`src/rtl/uart_arb_pkg.sv`:
```
// rtl/uart_arb_pkg.sv - shared state encoding and mux select constants for the UART word arbiter
package uart_arb_pkg;

  typedef enum logic [2:0] {
    ST_IDLE,
    ST_SEL,
    ST_LOAD,
    ST_SEND,
    ST_WAIT_HI,
    ST_WAIT_LO,
    ST_DONE
  } state_t;

  localparam int BYTES_PER_WORD = 4;

  localparam logic MUX_SEL_A = 1'b0;
  localparam logic MUX_SEL_B = 1'b1;

endpackage

```
`src/rtl/rr_arb2.sv`:
```
// rtl/rr_arb2.sv - combinational two-way round-robin picker
module rr_arb2
  import uart_arb_pkg::*;
(
  input  logic req_a,
  input  logic req_b,
  input  logic last_grant,
  output logic grant_valid,
  output logic grant_id
);

  // On a tie the requester that was not served last wins.
  always_comb begin
    grant_valid = req_a | req_b;
    if (req_a && req_b) begin
      grant_id = (last_grant == MUX_SEL_A) ? MUX_SEL_B : MUX_SEL_A;
    end else begin
      grant_id = req_b ? MUX_SEL_B : MUX_SEL_A;
    end
  end

endmodule

```
`src/rtl/uart_word_arbiter.sv`:
```
// rtl/uart_word_arbiter.sv - shares one UART between two word requesters via an external registered word mux
module uart_word_arbiter
  import uart_arb_pkg::*;
#(
  parameter int LENGTH = BYTES_PER_WORD * 8
) (
  input  logic              clk,
  input  logic              rst,
  input  logic              req_a,
  input  logic              req_b,
  output logic              ack_a,
  output logic              ack_b,
  output logic              mux_sel,
  output logic              mux_enable,
  input  logic [LENGTH-1:0] mux_q,
  output logic [7:0]        tx_data,
  output logic              tx_start,
  input  logic              tx_busy,
  output logic              busy
);

  localparam int BYTES = LENGTH / 8;
  localparam int CNT_W = (BYTES > 1) ? $clog2(BYTES) : 1;
  localparam logic [CNT_W-1:0] LAST_BYTE = CNT_W'(BYTES - 1);

  state_t            state, state_d;
  logic              last_grant, last_grant_d;
  logic [LENGTH-1:0] shift, shift_d;
  logic [CNT_W-1:0]  byte_cnt, byte_cnt_d;
  logic              mux_sel_d, mux_enable_d, tx_start_d, ack_a_d, ack_b_d;
  logic [7:0]        tx_data_d;
  logic              arb_req_a, arb_req_b, grant_valid, grant_id;

  // A request whose ack is on the wire this cycle is being withdrawn; never regrant it.
  assign arb_req_a = req_a & ~ack_a;
  assign arb_req_b = req_b & ~ack_b;

  rr_arb2 u_arb (
    .req_a       (arb_req_a),
    .req_b       (arb_req_b),
    .last_grant  (last_grant),
    .grant_valid (grant_valid),
    .grant_id    (grant_id)
  );

  always_comb begin
    state_d      = state;
    last_grant_d = last_grant;
    shift_d      = shift;
    byte_cnt_d   = byte_cnt;
    mux_sel_d    = mux_sel;
    mux_enable_d = 1'b0;
    tx_data_d    = tx_data;
    ack_a_d      = 1'b0;
    ack_b_d      = 1'b0;
    case (state)
      ST_IDLE: begin
        if (grant_valid) begin
          mux_sel_d    = grant_id;
          mux_enable_d = 1'b1;
          state_d      = ST_SEL;
        end
      end
      ST_SEL:  state_d = ST_LOAD;
      ST_LOAD: begin
        shift_d    = mux_q;
        byte_cnt_d = '0;
        state_d    = ST_SEND;
      end
      ST_SEND: begin
        if (tx_start) state_d = ST_WAIT_HI;
      end
      ST_WAIT_HI: begin
        if (tx_busy) state_d = ST_WAIT_LO;
      end
      ST_WAIT_LO: begin
        if (!tx_busy) begin
          shift_d = shift >> 8;
          if (byte_cnt == LAST_BYTE) begin
            state_d = ST_DONE;
          end else begin
            byte_cnt_d = byte_cnt + 1'b1;
            state_d    = ST_SEND;
          end
        end
      end
      ST_DONE: begin
        ack_a_d      = (mux_sel == MUX_SEL_A);
        ack_b_d      = (mux_sel == MUX_SEL_B);
        last_grant_d = mux_sel;
        state_d      = ST_IDLE;
      end
      default: state_d = ST_IDLE;
    endcase
    // Registered start: the UART is known idle when we enter or sit in SEND with busy low.
    tx_start_d = (state_d == ST_SEND) && !tx_busy;
    if (tx_start_d) tx_data_d = shift_d[7:0];
  end

  always_ff @(posedge clk or posedge rst) begin
    if (rst) begin
      state      <= ST_IDLE;
      last_grant <= MUX_SEL_B;
      shift      <= '0;
      byte_cnt   <= '0;
      mux_sel    <= MUX_SEL_A;
      mux_enable <= 1'b0;
      tx_data    <= '0;
      tx_start   <= 1'b0;
      ack_a      <= 1'b0;
      ack_b      <= 1'b0;
      busy       <= 1'b0;
    end else begin
      state      <= state_d;
      last_grant <= last_grant_d;
      shift      <= shift_d;
      byte_cnt   <= byte_cnt_d;
      mux_sel    <= mux_sel_d;
      mux_enable <= mux_enable_d;
      tx_data    <= tx_data_d;
      tx_start   <= tx_start_d;
      ack_a      <= ack_a_d;
      ack_b      <= ack_b_d;
      busy       <= (state_d != ST_IDLE);
    end
  end

endmodule

```
`config.mk`:
```
export PLATFORM = sky130hd
export DESIGN_NAME = uart_word_arbiter
export DESIGN_NICKNAME = d
export VERILOG_FILES = /design/src/rtl/uart_arb_pkg.sv /design/src/rtl/rr_arb2.sv /design/src/rtl/uart_word_arbiter.sv
export SDC_FILE = /design/constraint.sdc
export NUM_CORES = 1
export LEC_CHECK = 0
export CAP_MARGIN = 20
export CORE_UTILIZATION = 50
export DETAILED_ROUTE_END_ITERATION = 10
export GPL_ROUTABILITY_DRIVEN = 1
export PLACE_DENSITY = 0.9
export SKIP_CTS_REPAIR_TIMING = 1
export SLEW_MARGIN = 20
export SYNTH_ARGS = -nofsm -noshare
export SYNTH_HDL_FRONTEND = slang
export SYNTH_SLANG_ARGS = --single-unit
```
`constraint.sdc`:
```
create_clock -name clk -period 3.4 [get_ports clk]
set_input_delay 0.68 -clock clk [delete_from_list [all_inputs] [get_ports clk]]
set_output_delay 0.68 -clock clk [all_outputs]
set_load 0.1 [all_outputs]
```
==> qor.csv <==
stage,metric,value,unit
status,outcome,finished clean,
floorplan,die_h,67.7,um
yosys,synth_cell_types,31,
yosys,synthesis.nets,218,
route,avgRoutedWirePerCell,15.5,um
finish,areaGrowthSynthToFinish,30.1,%
yosys,synthFlopType,dfrtp_1,
finish,n_fill_cell,309,
global_route,grt_pass1_wl,7000,um
clock_tree,cts_buffers,5,
clock_tree,worstSkewPairLatency,0.31,ns
route,drtPass1Iterations,4,
critical_path,path_cells,clkdlybuf4s50_1,
timing,rsz0062_at_grt,no,
finish,final-seq-area,1300,sq um
timing,fin_crit_sh,73.2,%
finish,nets,268,
yosys,ys_top_cells_by_count,"dfrtp_1, nand2_1, a22oi_1",
yosys,yosys.area.top_type,dfrtp_1,
global_route,grt_use_met2,32.1,%
critical_path,critPathTopFamily,buffers and inverters,
route,vias,1558,
timing,hold_violations,0,
critical_path,critPathArrivalTime,1.81,ns
route,routed_wl,4350,um
yosys,yosys-top-cells-area,"dfrtp_1, a22o_1, nand2_1, a22oi_1, mux2_2",
clock_tree,cts_tree,done,
timing,max_freq,0.402,GHz
job,cap_violations,0,
critical_path,worstSetupEndpointType,primary output,
timing,relSlewSlack,35.4,%
floorplan,initial_core_util,52.9,%
yosys,async_flop_share,100,%
global_route,grt-busiest-layer,met2,
pwr,vdd_ir_drop_max,0.417,mV
placed_design,dp_cells,273,
critical_path,cp.required,2.72,ns
critical_path,crit_buf_inv,1,
finish,fin_area,2810,sq um
yosys,synth_edf_count,0,
yosys,synth_top_area_share,59.1,%
clock_tree,cts_max_level,2,
critical_path,critPathLaunchType,flip-flop,
placed_design,routabilityCongestion,0.718,
timing,setup_ws,0.910,ns
clock_tree,cts.clk_slew.worst_paths,0.10,ns
global_route,grt.met3_usage,6.08,%
finish,diodes,0,
route,drtIter0Drc,181,
critical_path,cp_slowest_cell,clkdlybuf4s50_1,
placed_design,placed_area,2700,sq um
global_route,grt_max_degree,53,
route,via_per_inst,5.54,
yosys,syn_area_per_cell,12.0,sq um
global_route,grt_pass1_vias,1481,
route,route.detailed.drc,0,
clock_tree,clockRootBuffer,clkbuf_8,
clock_tree,cts_max_path_buffers,2,
clock_tree,clkSinkCount,52,
critical_path,critPathKind,flip-flop to primary output,
yosys,yosys_warnings,0,
yosys,syn_area,2160,sq um
timing,slew_viol_final,0,
timing,tns,0,ns
floorplan,coreArea,4090,sq um
pwr,p_leak,1.34,nW
finish,multiInputGateArea,798,sq um
global_route,antenna_found_initial,0,
pwr,p_per_area,1050,nW/um^2
timing,setup_viol,0,
yosys,synth-seq-area-share,60.3,%
global_route,gr-total-overflow,0,
floorplan,io_pins,51,
yosys,yosys.cell_count.top_type,dfrtp_1,
critical_path,cpPeakStageDelay,1.13,ns
timing,post-route-min-period,2.49,ns
placed_design,port_buffers,50,
global_route,grt_util_met1,29.2,%
timing,skew,0.00987,ns
floorplan,die-area,4590,sq um
placed_design,dp_hpwl,3000,um
yosys,synth-seq-cells,52,
timing,worst_pin_slew,0.966,ns
floorplan,rows,23,
finish,stdcell_count,281,
floorplan,die_w,67.7,um
hold_path,hp-class,flip-flop to flip-flop,
finish,drive_gt1_share,13.0,%
route,antenna_left,0,
placed_design,place_ws,0.690,ns
yosys,syn_inst,180,
global_route,track_usage,21.6,%
critical_path,worstPathMaxFanout,2,
per-stage QoR:
| step | total power (W) | utilization (%) | hold WS [ns] |
|---|---|---|---|
| 6_report | 0.00294 | 68.8 | 0.482 |
| 5_1_grt | 0.00311 | 68.8 | 0.492 |
| 4_1_cts | 0.00295 | 68.7 | 0.484 |
| 3_5_place_dp | 0.00252 | 66.0 | 0.462 |
| 3_3_place_gp | 0.00246 | 66.0 | 0.458 |
| 2_1_floorplan | 0.00217 | - | 0.440 |
placed cells by master, fill, tap and decap left out, types with 2 or more instances in the layout:
cell type / Yosys / final
o21ai_0: 2 / 2
a22oi_1: 17 / 17
inv_1: 3 / 2
a21o_1: 10 / 10
clkbuf_8: 0 / 5
clkdlybuf4s50_1: 0 / 47
a21oi_1: 2 / 2
mux2_2: 7 / 7
dfrtp_1: 51 / 51
a32o_1: 2 / 2
nand2_1: 36 / 36
nor2b_1: 5 / 5
nand3b_1: 2 / 2
buf_4: 3 / 7
a22o_1: 16 / 16
layer usage:
layer	part of all wire [%]	up-vias
met5	0	-
met4	1.9	0
met3	6.2	9
met2	46	56
met1	46	749
li1	-	744
cells by family after synthesis:
logic type	after synthesis	share of synthesized area [%]
flip-flops	52	60.3
adder cells (fa/ha/maj)	1	0.579
AO/OA/AOI/OAI	51	19.3
AND/OR/NAND/NOR	53	12.0
multiplexers	9	4.63
buffers and inverters	14	3.18
path summary, 6_finish.rpt:
path / startpoint / to / slack (ns) / depth (start not counted)
hold / removal: shift[1] / shift[1] / 0.48 / 1
setup / recovery: tx_data[4] / tx_data[4] / 0.91 / 1
min in group asynchronous: rst / shift[16] / 0.83 / 2
hold reg to reg: shift[1] / shift[1] / 0.48 / 1
setup reg to reg: state[0] / tx_data[7] / 1.26 / 4
max in group asynchronous: rst / shift[0] / 2.06 / 2
state kept, by name, indices dropped and copies added (netlist names):
signal      count
busy            1
mux_enable      1
mux_sel         1
ack_a           1
state           3
tx_data         8
last_grant      1
shift          32
ack_b           1
tx_start        1
byte_cnt        2
cell type report:
cell class / instances / share of cell area [%]
clock buffers: 6 / 2.58
inverters: 3 / 0.445
repair buffers: 54 / 18.6
clock inverters: 2 / 1.38
flip-flops and latches: 52 / 46.3
multi-input cells: 114 / 28.4
well taps: 50 / 2.23
where the power goes:
part / total, W / internal (W) / switching (W) / leakage (nW)
logic: 0.00143 / 0.000505 / 0.000923 / 0.639
clock network: 0.000424 / 0.000222 / 0.000202 / 0.0558
registers: 0.00109 / 0.000905 / 0.000180 / 0.643
Note: power is estimated with default switching activity, not from simulation.
